<file path="src/rtl/core2axi4l.sv">
// core2axi4l: bridges a simple req/gnt core port onto an AXI4-Lite master.
// A single transaction is in flight at a time; the core sees one rvalid
// pulse per granted request, carrying read data (0 for writes) and an error flag.
module core2axi4l (
    input  logic        aclk,
    input  logic        aresetn,
    // Core side
    input  logic        core_req,
    output logic        core_gnt,
    input  logic        core_we,
    input  logic [3:0]  core_be,
    input  logic [31:0] core_addr,
    input  logic [31:0] core_wdata,
    output logic        core_rvalid,
    output logic [31:0] core_rdata,
    output logic        core_err,
    // AXI4-Lite write address channel
    output logic        awvalid,
    input  logic        awready,
    output logic [31:0] awaddr,
    // AXI4-Lite write data channel
    output logic        wvalid,
    input  logic        wready,
    output logic [31:0] wdata,
    output logic [3:0]  wstrb,
    // AXI4-Lite write response channel
    input  logic        bvalid,
    output logic        bready,
    input  logic [1:0]  bresp,
    // AXI4-Lite read address channel
    output logic        arvalid,
    input  logic        arready,
    output logic [31:0] araddr,
    // AXI4-Lite read data channel
    input  logic        rvalid,
    output logic        rready,
    input  logic [31:0] rdata,
    input  logic [1:0]  rresp
);

    localparam logic [2:0] IDLE      = 3'd0;
    localparam logic [2:0] WR_REQ    = 3'd1;
    localparam logic [2:0] WR_RESP   = 3'd2;
    localparam logic [2:0] RD_REQ    = 3'd3;
    localparam logic [2:0] RD_RESP   = 3'd4;
    localparam logic [2:0] CORE_RESP = 3'd5;

    logic [2:0]  state_q, state_d;
    logic        aw_done_q, aw_done_d;
    logic        w_done_q, w_done_d;
    logic [31:0] addr_q, addr_d;
    logic        we_q, we_d;
    logic [3:0]  be_q, be_d;
    logic [31:0] wdata_q, wdata_d;
    logic [31:0] rdata_q, rdata_d;
    logic        err_q, err_d;

    // Handshake-facing outputs; everything is forced low while aresetn is held
    always_comb begin
        core_gnt    = aresetn && (state_q == IDLE) && core_req;
        awvalid     = aresetn && (state_q == WR_REQ) && !aw_done_q;
        wvalid      = aresetn && (state_q == WR_REQ) && !w_done_q;
        bready      = aresetn && (state_q == WR_RESP);
        arvalid     = aresetn && (state_q == RD_REQ);
        rready      = aresetn && (state_q == RD_RESP);
        core_rvalid = aresetn && (state_q == CORE_RESP);
        core_rdata  = (core_rvalid && !we_q) ? rdata_q : 32'h0;
        core_err    = core_rvalid && err_q;
        awaddr      = addr_q;
        araddr      = addr_q;
        wdata       = wdata_q;
        wstrb       = be_q;
    end

    // Next-state logic: request capture, per-channel done tracking, response capture
    always_comb begin
        state_d   = state_q;
        aw_done_d = aw_done_q;
        w_done_d  = w_done_q;
        addr_d    = addr_q;
        we_d      = we_q;
        be_d      = be_q;
        wdata_d   = wdata_q;
        rdata_d   = rdata_q;
        err_d     = err_q;
        case (state_q)
            IDLE: begin
                if (core_req) begin
                    addr_d    = core_addr;
                    we_d      = core_we;
                    be_d      = core_be;
                    wdata_d   = core_wdata;
                    aw_done_d = 1'b0;
                    w_done_d  = 1'b0;
                    state_d   = core_we ? WR_REQ : RD_REQ;
                end
            end
            WR_REQ: begin
                // AW and W complete independently; move on once both have gone
                if (awvalid && awready) aw_done_d = 1'b1;
                if (wvalid && wready)   w_done_d  = 1'b1;
                if (aw_done_d && w_done_d) state_d = WR_RESP;
            end
            WR_RESP: begin
                if (bvalid) begin
                    err_d   = bresp[1];
                    state_d = CORE_RESP;
                end
            end
            RD_REQ: begin
                if (arvalid && arready) state_d = RD_RESP;
            end
            RD_RESP: begin
                if (rvalid) begin
                    rdata_d = rdata;
                    err_d   = rresp[1];
                    state_d = CORE_RESP;
                end
            end
            CORE_RESP: begin
                state_d = IDLE;
            end
            default: begin
                state_d = IDLE;
            end
        endcase
    end

    // Control state: FSM and channel-done flags, synchronous active-low reset
    always_ff @(posedge aclk) begin
        if (!aresetn) begin
            state_q   <= IDLE;
            aw_done_q <= 1'b0;
            w_done_q  <= 1'b0;
        end else begin
            state_q   <= state_d;
            aw_done_q <= aw_done_d;
            w_done_q  <= w_done_d;
        end
    end

    // Transaction payload and captured response; outputs gate these, so no reset
    always_ff @(posedge aclk) begin
        addr_q  <= addr_d;
        we_q    <= we_d;
        be_q    <= be_d;
        wdata_q <= wdata_d;
        rdata_q <= rdata_d;
        err_q   <= err_d;
    end

endmodule

</file>
<file path="config.mk">
export PLATFORM = sky130hd
export DESIGN_NAME = core2axi4l
export DESIGN_NICKNAME = d
export VERILOG_FILES = /design/src/rtl/core2axi4l.sv
export SDC_FILE = /design/constraint.sdc
export NUM_CORES = 1
export LEC_CHECK = 0
export ABC_AREA = 1
export CAP_MARGIN = 20
export CORE_ASPECT_RATIO = 2
export CORE_MARGIN = 2
export CORE_UTILIZATION = 34
export CTS_BUF_LIST = sky130_fd_sc_hd__clkbuf_4
export DETAILED_ROUTE_END_ITERATION = 10
export PLACE_DENSITY = 0.76
export REMOVE_ABC_BUFFERS = 1
export SLEW_MARGIN = 20
export SYNTH_ARGS = -nofsm -noshare
export SYNTH_HDL_FRONTEND = slang
export SYNTH_SLANG_ARGS = --single-unit
export TNS_END_PERCENT = 50
</file>
<file path="constraint.sdc">
create_clock -name aclk -period 4.2 [get_ports aclk]
set_input_delay 1.05 -clock aclk [delete_from_list [all_inputs] [get_ports aclk]]
set_output_delay 1.05 -clock aclk [all_outputs]
set_load 0.01 [all_outputs]
</file>
**Word level (Yosys, flattened, before mapping)**

Index checks and enable logic that the tools add are counted.

- Register bits: 107
- Bits in latches: 0
- Memory bits (writable): 0
- Bits in read-only memories: 0
- Input port bits: 113
- Output and inout bits: 140
- Memories: 0

- Add/sub/neg operators: 0
- $mul: 0
- Div/mod/pow operators: 0
- Magnitude comparators: 0
- Eq/ne operators: 10
- Shift-type cells: 0
- Multiplexer cells: 18
- Bitwise logic cells: 0
- Reduce and logical (&&, ||, !) cells: 26

Operators by type and width:

| cell | count |
|---|---|
| $mux W32 | 1 |
| $logic_and A1 B1 Y1 | 15 |
| $mux W3 | 5 |
| $pmux W3 S5 | 1 |
| $mux W1 | 7 |
| $eq A3 B2 Y1 const B | 2 |
| $eq A3 B3 Y1 const B | 2 |
| $ne A2 B2 Y1 const B | 3 |
| $pmux W1 S2 | 3 |
| $reduce_and A2 Y1 | 3 |
| $reduce_and A5 Y1 | 1 |
| $ne A2 B1 Y1 const B | 2 |
| $reduce_bool A2 Y1 | 2 |
| $eq A3 B1 Y1 const B | 1 |
| $logic_not A1 Y1 | 3 |
| $logic_not A3 Y1 | 1 |
| $reduce_and A3 Y1 | 1 |
| $mux W2 | 1 |

**Logic depth before layout (Yosys ltp)**

Gate-level depths: netlist of run 1.

- Depth after elaboration: 9
- Gate-level depth with buffers: 10
- Gate-level depth less buffers: 10

**Least setup slack after synthesis of run 1**

OpenSTA, ideal clock, no wires.

- Kind: input to register
- Start point: input core_req
- End point: register addr_q[0], in the netlist araddr[0] (enable)
- Library setup time: 0.496 ns
- Data arrival time: 3.998 ns
- Slack: -0.295 ns
- Stages on the path: 2
- Path buffers: 0
- Path through: inv_1 -> nor2_1

- Cells in the longest elaborated chain, start to end: 1

Ends and longest elaborated chain:

| what | RTL line | source |
|---|---|---|
| start, declared | 8 | `input logic core_req,` |
| $reduce_and A2 Y1 (no line) | -- |  |
| end signal, assigned | 144 | `addr_q <= addr_d;` |
| end, declared | 51 | `logic [31:0] addr_q, addr_d;` |

No other way between the ends.
A chain may end at the register's enable or synchronous reset.

**Final worst setup path of run 1**

- Start point: input aresetn
- End point: output core_rdata[24]

- Cells in the longest elaborated chain, start to end: 3

Ends and longest elaborated chain:

| what | RTL line | source |
|---|---|---|
| start, declared | 6 | `input logic aresetn,` |
| $logic_and A1 B1 Y1 | 66 | `core_rvalid = aresetn && (state_q == CORE_RESP);` |
| $logic_and A1 B1 Y1 | 67 | `core_rdata = (core_rvalid && !we_q) ? rdata_q : 32'h0;` |
| $mux W32 | 67 |  |
| end, declared | 15 | `output logic [31:0] core_rdata,` |

No other way between the ends.

==> results of run 1 <==
==> critical path, delay by kind of cell <==
| kind | cells | cell delay, ps |
|---|---|---|
| simple gates | 4 | 490 |
| buf+inv | 3 | 1280 |
==> area by class of cell <==
type	instances	area, um^2	share of cell area
diodes	1	2.50	0.000379
well taps	145	181	0.0275
clock inverters	4	53.8	0.00815
multi-input cells	90	414	0.0627
flip-flops and latches	107	3160	0.479
clock buffers	9	67.6	0.0102
inverters	48	180	0.0273
repair buffers	253	2540	0.384
==> stage by stage <==
step / hold slack, ps / cells / TNS, ps / utilization / cell area (um^2)
global placement: 530 / 643 / 0 / 0.557 / 6480
detailed placement: 548 / 643 / 0 / 0.557 / 6480
CTS: 586 / 656 / 0 / 0.567 / 6600
floorplan: 504 / 245 / -20340 / - / 3740
finish: 592 / 657 / 0 / 0.567 / 6600
global route: 626 / 657 / 0 / 0.567 / 6600
==> routing by layer <==
layer | wire length [um] | up-vias | track usage
li1 | - | 1344 | -
met1 | 3710 | 1302 | 0.174
met2 | 6110 | 146 | 0.296
met3 | 763 | 26 | 0.0553
met4 | 372 | 0 | 0.0888
met5 | 0 | - | 0
==> kinds of logic (layout without fill, tap and decap cells) <==
family | after synthesis | after routing | synth area share
simple gates | 83 | 83 | 0.0894
buf+inv | 83 | 314 | 0.113
other cells | 0 | 1 | 0
compound gates | 7 | 7 | 0.00997
flops | 107 | 107 | 0.788
==> path summary, 6_finish.rpt <==
kind / from / slack [ps] / depth (start not counted) / endpoint
max: aresetn / 320 / 7 / core_rdata[24]
min: aw_done_q / 590 / 2 / aw_done_q
max reg2reg: state_q[1] / 2050 / 5 / rdata_q[4]
min reg2reg: aw_done_q / 590 / 2 / aw_done_q
==> power by group through the flow <==
stage	sequential [mW]	clock (mW)	combinational (mW)
finish	1.51	0.490	0.971
floorplan	1.63	0	0.268
global placement	1.52	0	0.951
detailed placement	1.53	0	0.976
global route	1.53	0.553	1.04
CTS	1.51	0.513	0.979
==> state kept, by name (all words and copies together) (netlist names) <==
name       flops
rdata_q       32
state_q        3
wstrb          4
wdata         32
araddr        32
we_q           1
err_q          1
w_done_q       1
aw_done_q      1
==> cells in the final DEF (no fill, tap or decap), types with 4 or more instances in the layout <==
cell type / netlist / layout
edfxtp_1: 102 / 102
nor2_1: 47 / 45
nand3_1: 5 / 5
nand2_1: 18 / 18
clkdlybuf4s50_1: 0 / 250
a21oi_1: 4 / 4
nand2_2: 5 / 5
inv_1: 46 / 46
clkbuf_4: 0 / 9
dfxtp_1: 5 / 5
==> impl_results.md, run 1 <==
* Final setup fails at 0
* DR vias at 2818
* HP Class: flop to flop
* Tot Pwr at 2.97 mW
* CP Cell Sequence: clkdlybuf4s50_1, nand2_2, nor2_2, nand2_2, buf_12, nor2_1, clkdlybuf4s50_1
* Max rail drop VDD at 0.405 mV
* CP Data Arrival Time at 2830 ps
* Power per cell area at 450 nW/um^2
* Max_slew headroom at 0.385
* Combinational share of power at 0.327
* CTS tree: done
* Kind of start point of the critical path: input pin
* Global-route usage over all layers at 0.169
* Worst-Margin Slew at 921 ps
* Data required, critical path at 3150 ps
* FP Rows at 56
* # fillers at 988
* Final WL at 11000 um
* Pre-CTS setup slack at 305 ps
* Dominant cells by area after synthesis: edfxtp_1 (76%), buf_4 (6.0%), nor2_1 (4.4%)
* Root Buffer: clkbuf_4
* Clock latency on the worst-skew pair at 440 ps
* Overflow after GRT at 0
* Library cells used by synthesis at 19
* P_leak at 2.47 nW
* Die X at 80.9 um
* Fin nets at 622
* Chip height at 158 um
* RSZ-0062 raised after global routing: no
* Outcome: finished, final reports clean
* Starting density of the core at 0.345
* Sw frac at 0.297
* Ys Warns at 0
* Critical path type: input pin to output pin
* # IOs at 253
* H-tree Lvls at 3
* DR WL/cell at 16.7 um
* IO Port Bufs at 250
* Fraction of the cycle the final worst path needs at 0.925
* CTS Buf Count at 9
* Net Sw Power at 883 uW
* Synth cell count leaders: edfxtp_1 (102), nor2_1 (47), inv_1 (46)
* Post-route ant nets at 0
* Setup Skew at 17.6 ps
* Sequential power share at 0.508
* Crit end category: output pin
* Number of iterations in the first detailed-routing pass at 4
* Clock tree sinks at 107
* CTS resizes at 0
* Max-Cap Viols at 0
* Gp weighted congestion at 0.827
* Min cycle time layout at 3880 ps
* Synthesized flop and latch total at 107
* Via/cell ratio at 4.29
* Mapped Area at 4020 um^2
* Core area at 11600 um^2
* Drt first-iter violations at 135
* Cell Int Power at 2.08 mW
* Fin worst setup slack at 316 ps
* Synth Flop Type: edfxtp_1
* Area leader, netlist: edfxtp_1
* Top cell type's share of synthesized area at 0.763
* CP max stage cell: clkdlybuf4s50_1
* Max clock buf depth at 2
* Fmax at 257 MHz
* Post-synth EDFFs at 102
* Worst-path clk slew at 140 ps
* Clk pwr share at 0.165
* Final Hold Fails at 0
* DP Wirelength at 8730 um
* Cell count after synthesis at 280
* Max-slew violation count at 0
* Number of global-route vias before repair at 2950
* Syn_area_per_cell at 14.3 um^2
* CP max stage delay at 570 ps
* Post-synthesis sequential area ratio at 0.788
* First-pass GRT wire length at 15600 um
* Antenna violations before repair at 1
* DRC viols at 0
* Hold_buf cts at 0
* Synthesis-to-finish area growth at 64.3%
* Async set or reset register ratio after synthesis at 0
* Number of post-CTS setup repair buffers at 0
* Crit-path max FO at 32
* Largest net degree at the start of global routing at 36
* Most frequent cell after synthesis: edfxtp_1
* DIE AREA at 12800 um^2
* Layout cells sized above 1 at 0.0568
Power figures use the tool's default switching activity.
==> run 2: changes to the inputs <==
--- a/config.mk
+++ b/config.mk
@@ -12,4 +12,5 @@
 export CORE_UTILIZATION = 34
 export CTS_BUF_LIST = sky130_fd_sc_hd__clkbuf_4
+export CTS_CLUSTER_DIAMETER = 30
 export DETAILED_ROUTE_END_ITERATION = 10
 export PLACE_DENSITY = 0.76
==> constraint.sdc (replaced) <==
create_clock -name aclk -period 4.2 [get_ports aclk]
set_input_delay 1.05 -clock aclk [delete_from_list [all_inputs] [get_ports aclk]]
set_output_delay 1.05 -clock aclk [all_outputs]
set_load 0.005 [all_outputs]
==> impl_results.md, run 2 (synthesis results as in run 1) <==
* Most Used Layer, Global Route: met2
* Drt first-iter violations at 126
* Worst R2R Path Depth at 5
* Reg2Reg Launch Point: state_q[1]
* DP Wirelength at 8620 um
* Worst-path clk slew at 140 ps
* Number of post-CTS setup repair buffers at 0
* Chip height at 158 um
* Final setup fails at 0
* Core area at 11600 um^2
* RSZ-0062 raised after global routing: no
* Design area at 6620 um^2
* Fmax at 253 MHz
* Max-slew violation count at 0
* Hold path depth at 2
* DR vias at 2834
* Gp weighted congestion at 0.826
* Sw frac at 0.272
* Layout cells sized above 1 at 0.0586
* Combinational share of power at 0.300
* Starting density of the core at 0.345
* Hold_buf cts at 0
* Commonest non-fill, non-tap cells in the layout: clkdlybuf4s50_1 (250), edfxtp_1 (102), inv_1 (46)
* Fraction of the cycle the final worst path needs at 0.941
* Setup Skew at 19.3 ps
* Leading cell type in the layout, fill and taps excluded: clkdlybuf4s50_1
* # IOs at 253
* Clock latency on the worst-skew pair at 440 ps
* Post-route ant nets at 0
* Largest net degree at the start of global routing at 36
* Final Hold Fails at 0
* Max clock buf depth at 2
* Number of global-route vias before repair at 2865
* Crit-path max FO at 32
* CTS resizes at 0
* R2R setup slack at 2100 ps
* Sequential power share at 0.510
* Root Buffer: clkbuf_4
* Placed Instances at 643
* Clk pwr share at 0.190
* Overflow after GRT at 0
* DIE AREA at 12800 um^2
* CTS Buf Count at 9
* Met1 global-route usage at 0.173
* DR WL/cell at 16.6 um
* Final WL at 10900 um
* Net Sw Power at 805 uW
* Fin nets at 622
* Number of iterations in the first detailed-routing pass at 6
* Synthesis-to-finish area growth at 64.8%
* FP Rows at 56
* Critical path origin: aresetn
* CTS tree: done
* H-tree Lvls at 3
* P_leak at 2.48 nW
* GR Layer Usage met3 at 0.0530
* Antenna violations before repair at 1
* Cell Int Power at 2.15 mW
* Met2 Use GR at 0.291
* Max-Cap Viols at 0
* Via/cell ratio at 4.31
* Pre-CTS setup slack at 219 ps
* Critical path type: input pin to output pin
* Placed inst area at 6460 um^2
* Hold Startpoint: state_q[2]
* Min cycle time layout at 3950 ps
* IO Port Bufs at 250
* Clock tree sinks at 107
* DRC viols at 0
* CP Data Arrival Time at 2900 ps
* Crit end category: output pin
* Kind of start point of the critical path: input pin
* HP Class: flop to flop
* Worst-Margin Slew at 902 ps
* Fin worst setup slack at 248 ps
* Max rail drop VDD at 0.410 mV
* Data required, critical path at 3150 ps
* Outcome: finished, final reports clean
* Max_slew headroom at 0.398
* Die X at 80.9 um
* Global-route usage over all layers at 0.166
* Final cell count without fillers at 658
* First-pass GRT wire length at 15300 um
* Power per cell area at 447 nW/um^2
==> run 2: worst paths after layout <==
path,endpoint
setup / recovery,core_rdata[22]
hold reg to reg,state_q[2]
setup reg to reg,rdata_q[6]
hold / removal,state_q[2]
==> run 2: power groups by stage <==
stage	clock, mW	sequential [mW]	combinational, mW
finish	0.563	1.51	0.887
global route	0.631	1.53	0.956
CTS	0.587	1.51	0.894
detailed placement	0	1.53	0.891
global placement	0	1.52	0.869
floorplan	0	1.56	0.259
==> run 2: through the flow <==
stage	power [mW]	util	hold slack, ps	TNS [ps]
after CTS	2.99	0.569	598	0
after global placement	2.39	0.556	530	0
after floorplan	1.82	-	504	-20340
final	2.96	0.569	603	0
after global routing	3.11	0.569	647	0
after detailed placement	2.42	0.556	566	0
==> run 2: layout make-up <==
type                       instances  area, um^2
timing repair buffer             253        2520
fill                             988        5010
antenna                            1        2.50
clock buffer                      10        75.1
tap                              145         181
sequential                       107        3160
multi-input combinational         90         414
inverter                          48         180
clock inverter                     4        76.3
==> run 2: worst max-delay path, cell delays in order <==
cell	delay, ps
clkdlybuf4s50_1	570
nand2_2	130
nor2_2	170
nand2_2	50
buf_4	230
nor2_1	140
clkdlybuf4s50_1	530
==> run 2: per-layer routing <==
metal  vias up  routed length, um
met1      1340               3720
met2       128               6140
met5         -                  0
met4         0                333
li1       1346                  -
met3        20                714
==> run 3: changes to the inputs <==
CTS_CLUSTER_SIZE = 20   (was not set)
REMOVE_ABC_BUFFERS = not set   (was 1)
==> impl_results.md, run 3 (synthesis results as in run 1) <==
* Reg2Reg Launch Point: state_q[2]
* Commonest non-fill, non-tap cells in the layout: clkdlybuf4s50_1 (250), edfxtp_1 (102), inv_1 (46)
* Fmax at 256 MHz
* Layout cells sized above 1 at 0.0604
* HP Class: flop to flop
* Overflow after GRT at 0
* Synthesis-to-finish area growth at 64.4%
* Fin nets at 621
* Chip height at 158 um
* CTS Buf Count at 9
* Worst-path clk slew at 160 ps
* Kind of start point of the critical path: input pin
* Critical path type: input pin to output pin
* FP Rows at 56
* Min cycle time layout at 3910 ps
* Critical path origin: aresetn
* Final setup fails at 0
* Final Hold Fails at 0
* Max rail drop VDD at 0.387 mV
* Max-slew violation count at 0
* Root Buffer: clkbuf_4
* Number of global-route vias before repair at 2822
* Placed inst area at 6450 um^2
* Setup Skew at 17.7 ps
* Crit-path max FO at 32
* Largest net degree at the start of global routing at 70
* Core area at 11600 um^2
* Setup tns final at 0 ps
* Worst R2R Path Depth at 4
* Outcome: finished, final reports clean
* Hold_buf cts at 0
* CTS tree: done
* # fillers at 965
* DRC viols at 0
* Hold path depth at 2
* Power per cell area at 436 nW/um^2
* Starting density of the core at 0.345
* Max_slew headroom at 0.436
* Design area at 6600 um^2
* Clock latency on the worst-skew pair at 440 ps
* Data required, critical path at 3150 ps
* R2R setup slack at 2150 ps
* WHS Endpoint: state_q[1]
* CP Data Arrival Time at 2860 ps
* Die X at 80.9 um
* Max-Cap Viols at 0
* DR vias at 2855
* Hold Startpoint: state_q[1]
* P_leak at 2.48 nW
* Area of the multi-input gates at 414 um^2
* Leading cell type in the layout, fill and taps excluded: clkdlybuf4s50_1
* H-tree Lvls at 3
* Fin util at 0.568
* Post-route ant nets at 0
* DP Wirelength at 8380 um
* Fin worst setup slack at 287 ps
* CTS resizes at 0
* Clock tree sinks at 107
* Global-route usage over all layers at 0.162
* RSZ-0062 raised after global routing: no
* Fraction of the cycle the final worst path needs at 0.932
* DIE AREA at 12800 um^2
* Syn nets at 393
* Via/cell ratio at 4.33
* First-pass GRT wire length at 14900 um
* Antenna violations before repair at 1
* IO Port Bufs at 250
* Gp weighted congestion at 0.853
* Number of post-CTS setup repair buffers at 0
* Worst-Margin Slew at 847 ps
* FF-to-FF End: araddr[20]
* Max clock buf depth at 2
* Number of iterations in the first detailed-routing pass at 6
* # IOs at 253
* Register area at 3160 um^2
* Final WL at 10600 um
* Crit end category: output pin
* Pre-CTS setup slack at 119 ps
* DR WL/cell at 16.0 um
* Drt first-iter violations at 178
[run 3: changes by cell type in the layout (fill, tap and decap cells not counted)]
cell,change
bufinv_16,-2
nor2_2,+1
clkinvlp_4,-1
nand2_2,-1
clkinv_8,+2
nand2_4,+1
inv_6,+2
nor2_4,-1
clkinv_4,+1
buf_4,-1
[run 3: final cells by class]
cell class              instances  area share
multi-input cells              90      0.0627
clock buffers                  10      0.0114
repair buffers                252       0.381
inverters                      48      0.0273
flip-flops and latches        107       0.479
diodes                          1    0.000379
well taps                     145      0.0275
clock inverters                 6      0.0102
[run 3: worst max-delay path, stage by stage]
cell and delay [ps]:
clkdlybuf4s50_1 560, nand2_2 120, nor2_2 190, nand2_4 220, nor2_1 180, clkdlybuf4s50_1 530
[run 3: worst max-delay path by stage]
stage | endpoint | slack (ps) | cells past startpoint
2_1_floorplan | araddr[0] | 850 | 2
3_3_place_gp | core_rdata[8] | 190 | 6
3_5_place_dp | core_rdata[3] | 120 | 6
4_1_cts | core_rdata[4] | 110 | 6
5_1_grt | core_rdata[22] | 120 | 6
6_report | core_rdata[4] | 290 | 6
[run 3: per-stage QoR]
stage	std cells	total power, mW	hold slack [ps]
2_1_floorplan	280	1.89	504
3_3_place_gp	642	2.38	527
3_5_place_dp	642	2.41	562
4_1_cts	658	2.92	586
5_1_grt	659	3.04	622
6_report	659	2.88	594
[run 3: layer usage]
metal	GRT usage	wire, um	vias to the layer above
met4	0.0888	398	0
met2	0.280	5610	161
met1	0.165	3570	1325
met3	0.0604	981	22
li1	-	-	1347
met5	0	0	-
[run 3: report_power, final]
group          total, mW  switching, mW  internal, mW
Combinational      0.871          0.386         0.486
Sequential          1.50         0.0848          1.42
Clock              0.504          0.357         0.146
Total               2.88          0.828          2.05
